$ cat config.mk
export PLATFORM = sky130hd
export DESIGN_NAME = cnu_serial
export DESIGN_NICKNAME = d
export VERILOG_FILES = /design/src/rtl/ldpc_pkg.sv /design/src/rtl/cnu_min2_tracker.sv /design/src/rtl/cnu_serial.sv
export SDC_FILE = /design/constraint.sdc
export NUM_CORES = 1
export LEC_CHECK = 0
export ABC_AREA = 1
export CORE_MARGIN = 2
export CORE_UTILIZATION = 47
export CTS_CLUSTER_SIZE = 28
export DETAILED_ROUTE_END_ITERATION = 6
export GPL_TIMING_DRIVEN = 0
export PLACE_DENSITY = 0.75
export SYNTH_ARGS = -nofsm -noshare
export SYNTH_HDL_FRONTEND = slang
export SYNTH_SLANG_ARGS = --single-unit
$ cat constraint.sdc
create_clock -name clk -period 3.8 [get_ports clk]
set_input_delay 0.76 -clock clk [delete_from_list [all_inputs] [get_ports clk]]
set_output_delay 0.76 -clock clk [all_outputs]
set_load 0.01 [all_outputs]
$ cat src/rtl/ldpc_pkg.sv
// Shared LDPC decoder definitions: CNU state encodings, log2, MAG_MAX and the
// saturating absolute value shared by the check and variable node datapaths.
package ldpc_pkg;

    localparam logic [0:0] COLLECT = 1'b0;
    localparam logic [0:0] EMIT    = 1'b1;

    localparam int ABS_W = 32;

    // Ceiling log2, returning at least 1 so it can size a counter directly.
    function automatic int log2(input int n);
        int r;
        r = 1;
        while ((32'sd1 <<< r) < n) begin
            r = r + 1;
        end
        return r;
    endfunction

    // Largest magnitude representable in a w-bit two's complement message.
    function automatic int mag_max(input int w);
        return (32'sd1 <<< (w - 1)) - 32'sd1;
    endfunction

    // |v| for a w-bit value sign-extended to ABS_W; the most negative code
    // saturates to mag_max(w) instead of wrapping back to itself.
    function automatic logic [ABS_W-1:0] abs_sat(input logic signed [ABS_W-1:0] v, input int w);
        logic signed [ABS_W-1:0] lim;
        lim = mag_max(w);
        if (v < -lim) begin
            return lim;
        end else if (v < 32'sd0) begin
            return -v;
        end else begin
            return v;
        end
    endfunction

endpackage

$ cat src/rtl/cnu_min2_tracker.sv
// Running two-smallest magnitude tracker for the serial check node.
// Strict compares: a tie keeps the earlier edge in min1 and lands in min2.
module cnu_min2_tracker
    import ldpc_pkg::*;
#(
    parameter int mag_w = 7,
    parameter int idx_w = 8
) (
    input  logic             clk,
    input  logic             rst,
    input  logic             clear,
    input  logic             update,
    input  logic [mag_w-1:0] mag,
    input  logic [idx_w-1:0] idx,
    output logic [mag_w-1:0] min1,
    output logic [mag_w-1:0] min2,
    output logic [idx_w-1:0] min_idx
);

    localparam logic [mag_w-1:0] MAG_MAX = mag_w'(mag_max(mag_w + 1));

    logic [mag_w-1:0] min1_r;
    logic [mag_w-1:0] min2_r;
    logic [idx_w-1:0] min_idx_r;

    // Insert the new magnitude into the ordered (min1, min2) pair.
    always_ff @(posedge clk) begin
        if (rst || clear) begin
            min1_r    <= MAG_MAX;
            min2_r    <= MAG_MAX;
            min_idx_r <= {idx_w{1'b0}};
        end else if (update) begin
            if (mag < min1_r) begin
                min2_r    <= min1_r;
                min1_r    <= mag;
                min_idx_r <= idx;
            end else if (mag < min2_r) begin
                min2_r <= mag;
            end
        end
    end

    assign min1    = min1_r;
    assign min2    = min2_r;
    assign min_idx = min_idx_r;

endmodule

$ cat src/rtl/cnu_serial.sv
// Serial min-sum check node unit: collects D q messages, then emits D r messages.
// Define CNU_OFFSET_EN for offset min-sum (emitted magnitude reduced by OFFSET).
module cnu_serial
    import ldpc_pkg::*;
#(
    parameter int data_w = 8,
    parameter int idx_w  = 8,
    parameter int D      = 6,
    parameter int OFFSET = 1
) (
    input  logic              clk,
    input  logic              rst,
    input  logic              in_valid,
    output logic              in_ready,
    input  logic [data_w-1:0] in_q,
    output logic              out_valid,
    input  logic              out_ready,
    output logic [data_w-1:0] out_r,
    output logic [idx_w-1:0]  out_idx,
    output logic              parity_ok
);

    localparam int MAG_W = data_w - 1;
`ifdef CNU_OFFSET_EN
    localparam bit OFFSET_ON = 1'b1;
`else
    localparam bit OFFSET_ON = 1'b0;
`endif
    // A zero offset makes the offset stage an identity, so one datapath serves both builds.
    localparam logic [MAG_W-1:0] OFFSET_EFF = OFFSET_ON ? MAG_W'(OFFSET) : {MAG_W{1'b0}};
    localparam logic [idx_w-1:0] LAST_IDX   = idx_w'(D - 1);

    logic [0:0]       state_r;
    logic [idx_w-1:0] cnt_r;
    logic [idx_w-1:0] out_idx_r;
    logic [D-1:0]     signs_r;
    logic             sign_prod_r;

    logic             in_fire_s;
    logic             out_fire_s;
    logic             last_in_s;
    logic             last_out_s;
    logic             sign_s;
    logic [MAG_W-1:0] mag_s;
    logic [D-1:0]     signs_next_s;
    logic [D-1:0]     out_sel_s;
    logic             edge_sign_s;
    logic [MAG_W-1:0] min1_s;
    logic [MAG_W-1:0] min2_s;
    logic [idx_w-1:0] min_idx_s;
    logic [MAG_W-1:0] m_s;
    logic [MAG_W-1:0] m_adj_s;
    logic [data_w-1:0] r_pos_s;
    logic [data_w-1:0] out_r_s;
    logic             parity_ok_s;

    assign in_ready   = (state_r == COLLECT);
    assign out_valid  = (state_r == EMIT);
    assign in_fire_s  = in_valid && in_ready;
    assign out_fire_s = out_valid && out_ready;
    assign last_in_s  = (cnt_r == LAST_IDX);
    assign last_out_s = (out_idx_r == LAST_IDX);

    assign sign_s = in_q[data_w-1];
    assign mag_s  = MAG_W'(abs_sat(ABS_W'($signed(in_q)), data_w));

    // Decode the write slot for the incoming sign and the read slot for the outgoing edge.
    always_comb begin
        signs_next_s = signs_r;
        out_sel_s    = {D{1'b0}};
        for (int k = 0; k < D; k++) begin
            signs_next_s[k] = (cnt_r == idx_w'(k)) ? sign_s : signs_r[k];
            out_sel_s[k]    = (out_idx_r == idx_w'(k));
        end
    end

    assign edge_sign_s = |(signs_r & out_sel_s);

    cnu_min2_tracker #(
        .mag_w (MAG_W),
        .idx_w (idx_w)
    ) u_tracker (
        .clk     (clk),
        .rst     (rst),
        .clear   (out_fire_s && last_out_s),
        .update  (in_fire_s),
        .mag     (mag_s),
        .idx     (cnt_r),
        .min1    (min1_s),
        .min2    (min2_s),
        .min_idx (min_idx_s)
    );

    // Control FSM with input counter, output index and sign accumulation.
    always_ff @(posedge clk) begin
        if (rst) begin
            state_r     <= COLLECT;
            cnt_r       <= {idx_w{1'b0}};
            out_idx_r   <= {idx_w{1'b0}};
            signs_r     <= {D{1'b0}};
            sign_prod_r <= 1'b0;
        end else begin
            case (state_r)
                COLLECT: begin
                    if (in_fire_s) begin
                        signs_r     <= signs_next_s;
                        sign_prod_r <= sign_prod_r ^ sign_s;
                        if (last_in_s) begin
                            state_r   <= EMIT;
                            cnt_r     <= {idx_w{1'b0}};
                            out_idx_r <= {idx_w{1'b0}};
                        end else begin
                            cnt_r <= cnt_r + idx_w'(1);
                        end
                    end
                end
                EMIT: begin
                    if (out_fire_s) begin
                        if (last_out_s) begin
                            state_r     <= COLLECT;
                            out_idx_r   <= {idx_w{1'b0}};
                            signs_r     <= {D{1'b0}};
                            sign_prod_r <= 1'b0;
                        end else begin
                            out_idx_r <= out_idx_r + idx_w'(1);
                        end
                    end
                end
                default: begin
                    state_r     <= COLLECT;
                    cnt_r       <= {idx_w{1'b0}};
                    out_idx_r   <= {idx_w{1'b0}};
                    signs_r     <= {D{1'b0}};
                    sign_prod_r <= 1'b0;
                end
            endcase
        end
    end

    // Extrinsic magnitude excludes the edge's own contribution, then the optional offset.
    always_comb begin
        m_s = (out_idx_r == min_idx_s) ? min2_s : min1_s;
        if (m_s > OFFSET_EFF) begin
            m_adj_s = m_s - OFFSET_EFF;
        end else begin
            m_adj_s = {MAG_W{1'b0}};
        end
    end

    assign r_pos_s = {1'b0, m_adj_s};

    // Output mux driven only from registered state; zero outside EMIT.
    always_comb begin
        if (state_r == EMIT) begin
            out_r_s     = (sign_prod_r ^ edge_sign_s) ? (-r_pos_s) : r_pos_s;
            parity_ok_s = ~sign_prod_r;
        end else begin
            out_r_s     = {data_w{1'b0}};
            parity_ok_s = 1'b0;
        end
    end

    assign out_r     = out_r_s;
    assign out_idx   = out_idx_r;
    assign parity_ok = parity_ok_s;

endmodule

Word level (Yosys, flattened, before mapping)
Index checks and enable logic that the tools add are counted.
- $add $sub $neg: 4
- order comparisons: 5
- equal/unequal tests: 20
- multiplexer cells: 34
- bitwise gates (word level): 5
- reductions and logical operators: 19
- operators by type and width (kind ; count):
    8-bit 2-to-1 mux ; 7
    7-bit 2-to-1 mux ; 6
    8-bit by 2-bit equality test with 1-bit output (second input constant) ; 4
    8-bit by 3-bit equality test with 1-bit output (second input constant) ; 4
    4-bit AND reduction ; 6
    6-bit 2-to-1 mux ; 3
    2-bit by 1-bit != test with 1-bit output (second input constant) ; 9
    8-bit by 1-bit adder with 8-bit output (second input constant) ; 2
    8-bit by 1-bit equality test with 1-bit output (second input constant) ; 2
    8-bit zero test ; 2
    8-bit case mux with 2 select lines ; 1
    7-bit < comparator ; 2
    1-bit 2-to-1 mux ; 14
    6-bit case mux with 2 select lines ; 1
    8-bit equality test ; 1
    8-bit by 1-bit < comparator with 1-bit output (second input constant) ; 1
    8-bit < comparator (second input constant) ; 1
    7-bit negation with 8-bit output ; 1
    7-bit by 1-bit greater-than comparator with 1-bit output (second input constant) ; 1
    7-bit negation ; 1
    6-bit AND ; 1
    2-bit AND reduction ; 3
    3-bit AND reduction ; 2
    6-bit OR reduction ; 1
    other kinds (6) ; 11
- register bits after elaboration: 46
- input port bits: 12
- output and inout bits: 19
- logic and storage cells: 100

Depth between registers and ports, before layout
- depth after elaboration: 7
- gate-level depth with buffers: 20
- mapped depth without buffers: 20

Hierarchy
From an unflattened synthesis, not the netlist that was laid out.
- cells, all modules: 512
- area, all modules: 3281.9 um2
- by module, submodules not included (module ; times used ; cells each ; area each (um2) ; seq. area each (um2)):
    cnu_serial ; 1 ; 318 ; 1999.4 ; 480.5
    cnu_min2_tracker ; 1 ; 194 ; 1282.5 ; 440.4

Least setup slack after synthesis
OpenSTA, ideal clock, no wires.
- kind: input to register
- start: in in_q[1]
- end: reg u_tracker.min2_r[2], in the netlist u_tracker.min2[2]
- library setup time: 73 ps
- arrival: 2918 ps
- data required time: 3727 ps
- setup slack: 809 ps
- stages on the path: 17
- path buffers: 1
- cell sequence: inv_1 > ha_1 > nand2_1 > nor2_1 > nand2_1 > nor2_4 > a21oi_1 > o21ai_0 > ha_1 > a21oi_1 > nor2_1 > a211oi_1 > nand2_2 > buf_6 > o21ai_0 > nand2_2 > o211ai_2
- cells in the longest elaborated chain, start to end: 6
- elaborated cells on any way between the ends: 11
- those cells by class: add/sub: 1; order compare: 4; mux: 4; reduce/logical: 2
- RTL lines (element ; line ; source):
    start, declared ; cnu_serial.sv:15 ; input logic [data_w-1:0] in_q,
    7-bit negation / 8-bit by 1-bit < comparator with 1-bit output (equally long branches) ; ldpc_pkg.sv:33, ldpc_pkg.sv:32 ;
    7-bit 2-to-1 mux ; ldpc_pkg.sv:32 ; end else if (v < 32'sd0) begin
    7-bit 2-to-1 mux (*) ; ldpc_pkg.sv:30 ; if (v < -lim) begin
    net mag_s[4] ; cnu_serial.sv:44 ; logic [MAG_W-1:0] mag_s;
    7-bit < comparator (on tied branches) ; cnu_min2_tracker.sv:37, cnu_min2_tracker.sv:33 ;
    2-bit nonzero test (no source line) ; -- ;
    2-bit AND reduction (no source line) ; -- ;
    end signal, assigned ; cnu_min2_tracker.sv:34 ; min2_r <= min1_r;
    end signal, assigned ; cnu_min2_tracker.sv:38 ; min2_r <= mag;
    end, declared ; cnu_min2_tracker.sv:23 ; logic [mag_w-1:0] min2_r;
Mark *: on every way through the listed nets, which the timed path passes. The rest lies on a longest branch. The select of a mux whose other input is x is not followed.
A chain may end at the register's enable or synchronous reset.

Worst setup path in the final report
- start: reg out_idx_r[0], in the netlist out_idx[0]
- end: out out_r[6]
- cells in the longest elaborated chain, start to end: 7
- elaborated cells on any way between the ends: 16
- those cells by class: add/sub: 1; order compare: 1; eq/ne: 6; mux: 4; bitwise: 2; reduce/logical: 2
- RTL lines (element ; line ; source):
    start, declared ; cnu_serial.sv:35 ; logic [idx_w-1:0] out_idx_r;
    start signal, assigned ; cnu_serial.sv:99 ; out_idx_r <= {idx_w{1'b0}};
    start signal, assigned ; cnu_serial.sv:111 ; out_idx_r <= {idx_w{1'b0}};
    start signal, assigned ; cnu_serial.sv:121 ; out_idx_r <= {idx_w{1'b0}};
    8-bit equality test ; cnu_serial.sv:142 ; m_s = (out_idx_r == min_idx_s) ? min2_s : min1_s;
    7-bit 2-to-1 mux ; cnu_serial.sv:142 ;
    7-bit by 1-bit greater-than comparator with 1-bit output ; cnu_serial.sv:143 ; if (m_s > OFFSET_EFF) begin
    7-bit 2-to-1 mux ; cnu_serial.sv:143 ;
    7-bit negation with 8-bit output ; cnu_serial.sv:155 ; out_r_s = (sign_prod_r ^ edge_sign_s) ? (-r_pos_s) : r_pos_s;
    8-bit 2-to-1 mux (*) ; cnu_serial.sv:155 ;
    8-bit 2-to-1 mux (*) ; cnu_serial.sv:154 ; if (state_r == EMIT) begin
    end, declared ; cnu_serial.sv:18 ; output logic [data_w-1:0] out_r,
Every way passes the cells marked *; elsewhere a longest branch is shown, timed or not.

==> impl_results.md <==
- Outcome: finished, final reports clean
- Final nets: between 500 and 600
- CP Capture Type: output pin
- Drt first pass iters: 4
- Final GP Congestion: 0.864
- Area Overhead vs Synth: 16.1%
- Worst vdd ir: between 0.2 and 0.25 mV
- Clk sinks: 46
- Max-slew violations: 0
- Synth unique cells: 37
- Req. time, crit path: 3040 ps
- Antenna viol nets, final: 0
- Number of I/O pins: 31
- Antenna violations before repair: 0
- Yosys top cell area share: about 30%
- GR Layer Usage met1: between 20% and 30%
- Die area: just over 7000 µm²
- Number of synthesized flops with an enable pin: 0
- Syn Area/Cell: roughly 7 µm²
- Met3 Use GR: under 10%
- Pwr Density: roughly 350 nW/µm²
- Worst Setup Path Type: flop to output pin
- Startpoint types: flop
- Iteration-0 DRC Markers: just over 200
- Synthesis Warnings: 0
- FMAX: around 280 MHz
- R2r worst-path depth: 9
- Reg2reg end: u_tracker.min_idx[5]$_SDFFE_PP0P_
- Rel. slew slack: around 60%
- FF-to-FF Start: out_valid$_SDFF_PP0_
- Slew @ Worst Pin: ~600 ps
- Vias: just under 3,000
- Fraction of layout cells with a size suffix above 1: between 10 and 15%
- Detail Placement HPWL: around 5600 µm
- H-Tree Depth: 2
- Mapped Cells: approximately 440
- Design area: roughly 3600 µm²
- Yosys top cell by area: dfxtp_1
- Clock root buffer: clkbuf_8
- Die height: 85.1 µm
- Main synth FF type: dfxtp_1
- Ys async rst share: 0%
- Clock edge transition at the registers on the reported setup and hold paths: ~100 ps
- Synthesized cell area: around 3100 µm²
- Flops & latches, synth: between 40 and 50
- Hold crit path type: flop to flop
- PortBufs: 29
- RSZ-0062 raised after global routing: false
- Crit path to: out_r[6]
- Largest net degree at the start of global routing: 15
- Worst hold margin: 478 ps
- M2 GR Usage: approximately 34%
- Total core area: 6350 µm²
- Placed Cells incl. Taps: between 500 and 600
- Sum Neg Setup Slack: 0 ps
- Wirelength, routed: approximately 7100 µm
- Initial Utilization: between 40% and 50%
- Max-cap violations: 0
- Leakage: 1.65 nW
- Die width: roughly 85 µm
- Gr usage total: between 20% and 30%
- N_diodes: 0
- Cts bufs inserted: 5
- Part of the cycle the worst path needs: between 90% and 100%
- Final setup fails: 0
- GRT busiest layer: met2
- Worst EP arrival: ~2800 ps
- Vias/cell: 5.29
- Critical Path Source: out_idx[0]$_SDFFE_PP0P_
- Site Rows: 29
- CTS max path bufs: 2
- Post-Layout Cell Count: 557
- Fin util: 56.6%
- Vias in the first global route: 2,826
- Sequential area share after synthesis: between 20 and 30%
- Final hold violation count: 0
- CTS tree: built
- Mapped Nets: roughly 480
- Setup Skew: 18.3 ps
- WL/cell: between 10 and 15 µm
- Area contributors post-synth: dfxtp_1 30%, nand2_1 12%, ha_1 9.3%
- Crit Path Max Fanout: 6
- Placed inst area: between 3000 and 4000 µm²
- DRC Markers: 0
- Clk_lat worst skew: 310 ps
- Reg2reg setup slack: about 1800 ps
- Min Tclk post-route: about 3500 ps
- GRT overflow: 0
- Global-route wire length before repair: about 13,000 µm
==> cell usage after synthesis, types with 4 or more instances <==
cell type	instances
buf_6	5
nand2_1	99
nand2_2	9
o21ai_2	4
o21ai_0	18
a211oi_1	4
inv_2	7
nand3_1	20
o21ai_1	8
ha_1	23
a21oi_1	36
xnor2_1	6
o211ai_2	12
nor2_1	46
dfxtp_1	46
nor3_1	11
inv_1	53
==> critical path, stage by stage, from the launching register on <==
cell and delay, ps:
dfxtp_2 400, inv_1 100, ha_1 210, a21oi_1 130
nand4_1 130, nand2_1 100, nand2_1 50, nand2_1 150
inv_1 130, a21oi_1 240, nand2_1 90, a21oi_1 160
clkdlybuf4s50_1 550
==> sequential cells by signal, summed over array words and instances (netlist names) <==
name and cells:
sign_prod_r 1, signs_r 6, u_tracker.min1 7, u_tracker.min_idx 8, u_tracker.min2 7, out_valid 1, out_idx 8, cnt_r 8
==> cell families (layout without fill, tap and decap cells) <==
group | count (synthesis) | in the layout | synth area share [%]
xor+xnor | 8 | 8 | 2.26
compound gates | 94 | 94 | 20.1
buf+inv | 70 | 108 | 9.83
fa+ha+maj | 23 | 23 | 9.30
flops | 46 | 46 | 29.8
simple gates | 201 | 201 | 28.8
==> power breakdown <==
group          leakage [nW]  switching, mW  internal [mW]
clock                0.0452          0.180          0.130
combinational          1.23          0.257          0.153
sequential            0.380         0.0205          0.519
total                  1.65          0.457          0.803
==> area by class of cell <==
cell class	instances	area [µm²]
buffer	10	78.8
clock buffer	6	72.6
clock inverter	2	13.8
fill	595	2760
inverter	60	225
multi-input combinational	326	1870
sequential	46	928
tap	77	96.3
timing repair buffer	30	303
==> worst min path at each step <==
stage	to	slack, ps	from	cells past startpoint
2_1_floorplan	u_tracker.min_idx[1]$_SDFFE_PP0P_	440	u_tracker.min_idx[1]$_SDFFE_PP0P_	2
3_3_place_gp	u_tracker.min_idx[4]$_SDFFE_PP0P_	460	u_tracker.min_idx[4]$_SDFFE_PP0P_	2
3_5_place_dp	u_tracker.min_idx[4]$_SDFFE_PP0P_	460	u_tracker.min_idx[4]$_SDFFE_PP0P_	2
4_1_cts	u_tracker.min_idx[4]$_SDFFE_PP0P_	470	u_tracker.min_idx[4]$_SDFFE_PP0P_	2
5_1_grt	u_tracker.min_idx[1]$_SDFFE_PP0P_	520	u_tracker.min_idx[1]$_SDFFE_PP0P_	2
6_report	u_tracker.min_idx[4]$_SDFFE_PP0P_	480	u_tracker.min_idx[4]$_SDFFE_PP0P_	2
==> layout by cell type (no fill, tap or decap), drive strengths merged, types with 2 or more instances in the layout <==
cell type	netlist	final
nand2	108	108
inv	60	60
nor2	49	49
dfxtp	46	46
a21oi	39	39
o21ai	30	30
clkdlybuf4s50	0	27
ha	23	23
nand3	22	22
o211ai	15	15
nor3	11	11
buf	8	9
clkbuf	2	8
xnor2	6	6
nand4	4	4
a211oi	4	4
nor3b	3	3
xor2	2	2
a311oi	2	2
dlymetal6s2s	0	2
or2	2	2
clkinv	0	2
==> routing by layer <==
metal	share of wire (%)	up-vias	wire (µm)
met5	0	-	0
met3	4.9	16	347
met2	45	65	3220
met4	1.7	0	121
met1	48	1333	3410
li1	-	1531	-
==> per-stage QoR <==
step	setup slack, ps	total power, mW
after floorplan	809	0.863
after global placement	-41.0	0.935
after detailed placement	-114	0.951
after CTS	1.82	1.25
after global routing	35.5	1.34
final	280	1.26
==> repair_timing <==
item                                    CTS  global route
endpoints found under the setup margin    1            10
pin swaps                                 0             1
hold buffers                              0             0
buffers inserted                          0             1
gates resized for setup                   2             9
Power figures use the tool's default switching activity.
